<file path="src/rtl/census_pkg.sv">
// Shared constants and FSM encoding for the census disparity pipeline.
package census_pkg;

    localparam int CENSUS_NUM_DISP   = 64;
    localparam int CENSUS_COST_WIDTH = 7;

    typedef enum logic {
        ACCUM = 1'b0,
        HOLD  = 1'b1
    } census_state_t;

endpackage

</file>
<file path="src/rtl/census_min_update.sv">
// Combinational compare-and-select for the running best (and, optionally, second-best) cost.
// Second-best tracking is present only when CENSUS_WTA_UNIQUENESS_EN is defined.
module census_min_update #(
    parameter int COST_WIDTH = 7,
    parameter int DISP_WIDTH = 6
) (
    input  logic                  first,
    input  logic [COST_WIDTH-1:0] cost,
    input  logic [DISP_WIDTH-1:0] idx,
    input  logic [COST_WIDTH-1:0] best_cost,
    input  logic [DISP_WIDTH-1:0] best_idx,
`ifdef CENSUS_WTA_UNIQUENESS_EN
    input  logic [COST_WIDTH-1:0] second,
    output logic [COST_WIDTH-1:0] upd_second,
`endif
    output logic [COST_WIDTH-1:0] upd_cost,
    output logic [DISP_WIDTH-1:0] upd_idx
);

    // Strict less-than keeps the lowest disparity on ties.
    always_comb begin
        upd_cost = best_cost;
        upd_idx  = best_idx;
        if (first || (cost < best_cost)) begin
            upd_cost = cost;
            upd_idx  = idx;
        end
    end

`ifdef CENSUS_WTA_UNIQUENESS_EN
    // All-ones stands in for "no second yet"; it is also the correct value if every later cost is all-ones.
    always_comb begin
        upd_second = second;
        if (first)
            upd_second = '1;
        else if (cost < best_cost)
            upd_second = best_cost;
        else if (cost < second)
            upd_second = cost;
    end
`endif

endmodule

</file>
<file path="src/rtl/census_wta.sv">
// Winner-take-all over NUM_DISP streamed census costs per pixel, with registered result handshake.
// Optional uniqueness check enabled by defining CENSUS_WTA_UNIQUENESS_EN.
module census_wta
    import census_pkg::*;
#(
    parameter int NUM_DISP    = CENSUS_NUM_DISP,
    parameter int COST_WIDTH  = CENSUS_COST_WIDTH,
    parameter int UNIQ_MARGIN = 2,
    localparam int DISP_WIDTH = $clog2(NUM_DISP)
) (
    input  logic                  clk,
    input  logic                  rst,
    input  logic                  en,
    input  logic                  cost_valid,
    input  logic [COST_WIDTH-1:0] cost,
    output logic                  cost_ready,
    output logic                  disp_valid,
    output logic [DISP_WIDTH-1:0] disp,
    output logic [COST_WIDTH-1:0] min_cost,
    output logic                  disp_ambig,
    input  logic                  disp_ready
);

    census_state_t         state, state_nxt;
    logic [DISP_WIDTH-1:0] cnt;
    logic [COST_WIDTH-1:0] best_cost, upd_cost;
    logic [DISP_WIDTH-1:0] best_idx, upd_idx;
    logic                  accept, last_beat, ambig_nxt;

    assign cost_ready = (state == ACCUM);
    assign accept     = en && cost_valid && cost_ready;
    assign last_beat  = (cnt == DISP_WIDTH'(NUM_DISP - 1));

`ifdef CENSUS_WTA_UNIQUENESS_EN
    localparam logic [COST_WIDTH:0] MARGIN = (COST_WIDTH + 1)'(UNIQ_MARGIN);
    logic [COST_WIDTH-1:0] second, upd_second, gap;
    logic                  ambig_q;

    assign gap        = upd_second - upd_cost;
    assign ambig_nxt  = (NUM_DISP < 2) || ({1'b0, gap} < MARGIN);
    assign disp_ambig = ambig_q;
`else
    assign ambig_nxt  = 1'b0;
    assign disp_ambig = 1'b0;
`endif

    census_min_update #(
        .COST_WIDTH (COST_WIDTH),
        .DISP_WIDTH (DISP_WIDTH)
    ) u_min_update (
        .first      (cnt == '0),
        .cost       (cost),
        .idx        (cnt),
        .best_cost  (best_cost),
        .best_idx   (best_idx),
`ifdef CENSUS_WTA_UNIQUENESS_EN
        .second     (second),
        .upd_second (upd_second),
`endif
        .upd_cost   (upd_cost),
        .upd_idx    (upd_idx)
    );

    always_comb begin
        state_nxt = state;
        case (state)
            ACCUM:   if (accept && last_beat) state_nxt = HOLD;
            HOLD:    if (en && disp_valid && disp_ready) state_nxt = ACCUM;
            default: state_nxt = ACCUM;
        endcase
    end

    always_ff @(posedge clk) begin
        if (rst)
            state <= ACCUM;
        else
            state <= state_nxt;
    end

    // NOTE: the running best needs no reset: beat 0 always overwrites it before it is ever read.
    always_ff @(posedge clk) begin
        if (accept) begin
            best_cost <= upd_cost;
            best_idx  <= upd_idx;
`ifdef CENSUS_WTA_UNIQUENESS_EN
            second    <= upd_second;
`endif
        end
    end

    always_ff @(posedge clk) begin
        if (rst) begin
            cnt        <= '0;
            disp_valid <= 1'b0;
            disp       <= '0;
            min_cost   <= '0;
`ifdef CENSUS_WTA_UNIQUENESS_EN
            ambig_q    <= 1'b0;
`endif
        end else if (en) begin
            if (accept) begin
                cnt <= last_beat ? '0 : cnt + 1'b1;
                if (last_beat) begin
                    disp_valid <= 1'b1;
                    disp       <= upd_idx;
                    min_cost   <= upd_cost;
`ifdef CENSUS_WTA_UNIQUENESS_EN
                    ambig_q    <= ambig_nxt;
`endif
                end
            end else if (disp_valid && disp_ready) begin
                disp_valid <= 1'b0;
            end
        end
    end

`ifndef CENSUS_WTA_UNIQUENESS_EN
    logic unused_ambig;
    assign unused_ambig = ambig_nxt;
`endif

endmodule

</file>
<file path="config.mk">
export PLATFORM = sky130hd
export DESIGN_NAME = census_wta
export DESIGN_NICKNAME = d
export VERILOG_FILES = /design/src/rtl/census_pkg.sv /design/src/rtl/census_min_update.sv /design/src/rtl/census_wta.sv
export SDC_FILE = /design/constraint.sdc
export NUM_CORES = 1
export LEC_CHECK = 0
export CORE_MARGIN = 1
export CORE_UTILIZATION = 27
export DETAILED_ROUTE_END_ITERATION = 16
export SLEW_MARGIN = 20
export SYNTH_ARGS = -nofsm -noshare
export SYNTH_HDL_FRONTEND = slang
export SYNTH_SLANG_ARGS = --single-unit
export TNS_END_PERCENT = 100
</file>
<file path="constraint.sdc">
create_clock -name clk -period 2 [get_ports clk]
set_input_delay 0.4 -clock clk [delete_from_list [all_inputs] [get_ports clk]]
set_output_delay 0.4 -clock clk [all_outputs]
set_load 0.005 [all_outputs]
</file>
; After elaboration in Yosys (flattened, before gate mapping)
; Cells that the tools add are included.
[word_totals]
reg_bits = 34
inputBits = 12
output_inout_bits = 16
word_cells = 33
[op_classes]
eq_ne = 2
muxes = 9
n_reduce_logical = 12
bitwise = 1
n_addsub = 1
magnitude_cmp = 1
[ops]
columns = op, n
row1 = $mux W6, 2
row2 = $lt A7 B7 Y1, 1
row3 = $mux W7, 1
row4 = $add A6 B1 Y6 const B, 1
row5 = $eq A6 B6 Y1 const B, 1
row6 = $logic_and A1 B1 Y1, 6
row7 = $logic_not A6 Y1, 1
row8 = $reduce_and A3 Y1, 2
row9 = $mux W1, 5
row10 = $ne A2 B1 Y1 const B, 1
row11 = $pmux W1 S2, 1
row12 = $reduce_and A2 Y1, 1
row13 = $reduce_bool A2 Y1, 1
row14 = $logic_or A1 B1 Y1, 1
row15 = $not A1 Y1, 1

; Logic depth before layout (Yosys ltp)
; Gate-level depths: netlist (run 1).
[depth]
ltp_word = 5
depth_mapped = 8
mapped_depth_nobuf = 7

; Cells and area by module
; A second synthesis (run 1) with hierarchy kept.
[hier_totals]
hier_cells = 154
area_unflattened_um2 = 1813.0
[modules_own_cells]
columns = module, cells_each, n_inst, area_per_inst_um2, seq_area_each_um2
row1 = census_wta, 117, 1, 1418.9, 810.8
row2 = census_min_update, 37, 1, 394.1, 0.0

; Worst setup path after synthesis (run 1)
; OpenSTA, ideal clock, no wires.
[synth_timing]
path_type = input -> register
start = in cost[2]
end = reg best_cost[0] (data pin)
t_arrival_ns = 1.694
setup_time_ns = 0.260
path_slack_ns = 0.046
required_ns = 1.740
stages = 7
path_buffers = 1
path_cell_list = ha_1 -> a21oi_1 -> o21ai_2 -> a21oi_4 -> a21oi_4 -> buf_6 -> mux2_4
[synth_via]
elab_chain_cells = 3
[synth_rtl]
columns = element, line
row1 = from (decl), census_wta.sv:15  ; input logic [COST_WIDTH-1:0] cost,
row2 = $lt A7 B7 Y1, census_min_update.sv:24  ; if (first || (cost < best_cost)) begin
row3 = $logic_or A1 B1 Y1, census_min_update.sv:24
row4 = $mux W7, census_min_update.sv:24
row5 = via u_min_update.upd_cost[0], census_min_update.sv:16  ; output logic [COST_WIDTH-1:0] upd_cost,
row6 = to (signal assigned), census_wta.sv:83  ; best_cost <= upd_cost;
row7 = to (decl), census_wta.sv:26  ; logic [COST_WIDTH-1:0] best_cost, upd_cost;
; The timed path passes the listed nets, and every way through them passes these cells.
; A chain may end at the register's enable or synchronous reset.

; Worst setup path in the final report (run 1)
[layout_timing]
start = reg best_cost[2]
end = reg best_idx[1] (data pin)
[layout_via]
elab_chain_cells = 3
[layout_rtl]
columns = element, line
row1 = $lt A7 B7 Y1, census_min_update.sv:24
row2 = $logic_or A1 B1 Y1, census_min_update.sv:24
row3 = $mux W6, census_min_update.sv:24
row4 = via u_min_update.upd_idx[1], census_min_update.sv:17  ; output logic [DISP_WIDTH-1:0] upd_idx
row5 = to (signal assigned), census_wta.sv:84  ; best_idx <= upd_idx;
row6 = to (decl), census_wta.sv:27  ; logic [DISP_WIDTH-1:0] best_idx, upd_idx;
; The timed path passes the listed nets, and every way through them passes these cells.

==> flow_summary.yaml, run 1 <==
pwr:
  leakagePower_uw: 0.000958
  clkPwrFrac_pct: 41.8
  combPwrFrac_pct: 15.1
  p_sw_uw: 404
  peakVddDrop_uv: 271
  p_int_uw: 1330
  p_sw_share_pct: 23.3
  power_density_nw_per_um2: 714
  finalPower_uw: 1740
  sequentialPowerShare_pct: 43.2
placed_design:
  place_inst: 258
  placed_cell_area_um2: 2180
  gp_congestion: 0.692
  dp_hpwl_um: 2320
  numPortBuffers: 26
clock_tree:
  cts-root-buf: "clkbuf_8"
  h-tree-depth: 2
  cts_buffer_depth: 2
  clock_latency_ns: 0.29
  clock_sinks: 34
  clk_pin_slew_ns: 0.08
  hold_buffers: 0
  cts_inserted_buffers: 5
  cts_tree: "yes"
critical_path:
  worstSetupStartpointType: "register"
  r2r_slack_ns: 0.04
  timing.rr.end: "best_idx[1]"
  startpoint: "best_cost[2]"
  crit_family: "compound AO/OA/AOI/OAI gates"
  worstRegToRegCells: 8
  critPathSlowestCell: "edfxtp_1"
  r2r_start: "best_cost[2]"
  crit_top_cell: "a21oi_4"
  cp.arrival_ns: 2.00
  path_buf_inv: 2
  slowest_delay_ns: 0.38
  crit_type: "reg2reg"
  cp.required_ns: 2.05
  endpoint_kind: "register"
  worst-path-stages: 8
  path_max_fanout: 7
  cp_cell_sequence: "inv_2 > ha_4 > nand2_1 > o21ai_2 > a21oi_4 > a21oi_4 > buf_12 > mux2_2"
  critPathCapture: "best_idx[1]"
yosys:
  ys_async_sr_fraction_pct: 0
  syn_area_um2: 1680
  synth_cell_types: 34
  synth-xor-area-share_pct: 2.61
  synthAdderAreaFrac_pct: 5.97
  synth_top_area_cell: "dfxtp_1"
  yosys.cell_count.top_type: "dfxtp_1"
  synth_top_family_by_area: "multiplexers"
  synthFlopType: "dfxtp_1"
  synthSimpleGateAreaFrac_pct: 9.40
  synthCells: 143
  ys_ff_latch: 34
  netlist.area_leader.share_pct: 25.1
  synth_area_leaders: "dfxtp_1 25%, edfxtp_1 23%, mux2_4 8.1%, o2bb2ai_1 6.8%, ha_1 6.0%"
  syn_area_per_cell_um2: 11.7
  synth_compound_gate_area_share_pct: 13.0
  synth_warnings: 0
  synth_mux_area_share_pct: 15.4
  yosysSeqAreaShare_pct: 48.3
  syn-num-nets: 163
  synth-edff-count: 13
  synth_common_cells: "21 x dfxtp_1, 13 x edfxtp_1, 13 x nor2_1, 13 x o2bb2ai_1"
timing:
  fin_crit_ns: 1.96
  drv_slew: 0
  timing.final.crit_share_pct: 97.8
  holdWs_ns: 0.460
  final_hold_viol_count: 0
  finClkSkew_ns: 0.0112
  max_freq_ghz: 0.511
  setup_viol: 0
  finalSetupTns_ns: 0
routing:
  drt_pre_antenna_iters: 4
  drcViolationCount: 0
  wl_per_cell_um: 13.2
  vias: 1220
  viasPerCell: 4.55
  final_antenna_net_count: 0
  routed_wl_um: 3540
  first_iter_violations: 61
floorplanning:
  die_x_um: 80.8
  core-area_um2: 5960
  io_pins: 28
  start_util_pct: 28.2
  die_height_um: 80.8
  rows: 28
  die_area_um2: 6530
hold_path:
  hold_class: "reg2reg"
cells_and_area:
  area_growth_pct: 44.9
  nets: 212
  fin_cells: 268
  multi_input_area_um2: 877
  antenna_cells: 0
  stdcell_area_um2: 2430
  fill_cells: 599
  seqCellArea_um2: 811
  drive_gt1_share_pct: 32.6
global_routing:
  grt-busiest-layer: "met2"
  grt_max_degree: 19
  grt_pass1_vias: 1151
  grtUsageMet2_pct: 16.8
  grt_first_pass_wirelength_um: 5580
  gr-usage-met1_pct: 15.7
  overflow: 0
  antenna_found_initial: 0
  grt_usage_pct: 11.5
  grt_use_met3_pct: 3.37
job:
  cap_violations: 0
status:
  status: "complete, no violations"
[sequential cells by signal, indices dropped and copies added (netlist names)]
name and count:
best_cost 7, min_cost 7, best_idx 6, cnt 6
disp 6, disp_valid 1, state 1
[how the worst min path moves through the flow]
stage                startpoint           to  slack (ns)  cells after the start
floorplan               disp[0]      disp[0]        0.46                      1
global placement        disp[0]      disp[0]        0.45                      1
detailed placement  min_cost[1]  min_cost[1]        0.45                      1
CTS                 min_cost[1]  min_cost[1]        0.47                      1
global route        min_cost[0]  min_cost[0]        0.49                      1
finish              min_cost[1]  min_cost[1]        0.46                      1
[final cells by class]
cell class	count	area share, %
timing repair buffer	49	19.9
inverter	9	1.39
clock inverter	2	1.60
tap	75	3.86
sequential	34	33.4
multi-input combinational	93	36.1
clock buffer	6	3.86
[per-stage QoR]
stage,setup WS (ns),util (%)
CTS,0.0193,39.5
global route,-0.0155,40.8
detailed placement,-0.418,36.6
floorplan,0.0456,-
global placement,-0.395,36.6
finish,0.0440,40.8
[placed cells by master, fill, tap and decap left out, drive strengths merged, types with 3 or more instances in the layout]
master / count
clkdlybuf4s50: 20
dlygate4sd2: 6
mux2: 12
buf: 23
nand2: 7
mux2i: 9
xor2: 3
nor2: 14
ha: 8
nor3: 3
o2bb2ai: 13
clkbuf: 6
a21oi: 7
inv: 9
dfxtp: 21
edfxtp: 13
[cells by family (layout without fill, tap and decap cells)]
| family | Yosys count | after routing |
|---|---|---|
| fa+ha+maj | 8 | 8 |
| mux | 21 | 21 |
| compound gates | 26 | 26 |
| other cells | 1 | 1 |
| buf+inv | 16 | 66 |
| simple gates | 32 | 32 |
| xor+xnor | 5 | 5 |
| flops | 34 | 34 |
[power by group through the flow]
stage / Clock, uW / Sequential [uW] / Combinational (uW)
finish: 725 / 749 / 262
global route: 765 / 752 / 283
CTS: 739 / 749 / 238
detailed placement: 0 / 764 / 224
global placement: 0 / 764 / 221
floorplan: 0 / 762 / 139
[metal layers]
layer	wire length, um	part of all wire (%)	vias to the layer above
met5	0	0	-
met4	23	0.65	0
met3	155	4.4	4
met2	1590	45	22
met1	1770	50	581
li1	-	-	613
[repair_timing]
action | CTS | global route
cloned | 1 | 0
resized for setup | 11 | 14
setup endpoints to repair | 17 | 13
setup buffers | 0 | 1
pin swaps | 7 | 5
No activity file was read; power rests on OpenSTA's default activity.
==> inputs of run 2 (changes only) <==
--- a/config.mk
+++ b/config.mk
@@ -8,6 +8,7 @@
 export CORE_MARGIN = 1
 export CORE_UTILIZATION = 27
 export DETAILED_ROUTE_END_ITERATION = 16
+export HOLD_SLACK_MARGIN = 0.1
 export SLEW_MARGIN = 20
 export SYNTH_ARGS = -nofsm -noshare
 export SYNTH_HDL_FRONTEND = slang
==> results of run 2 <==
The final DEF is identical to that of run 1; final timing and power are the same.
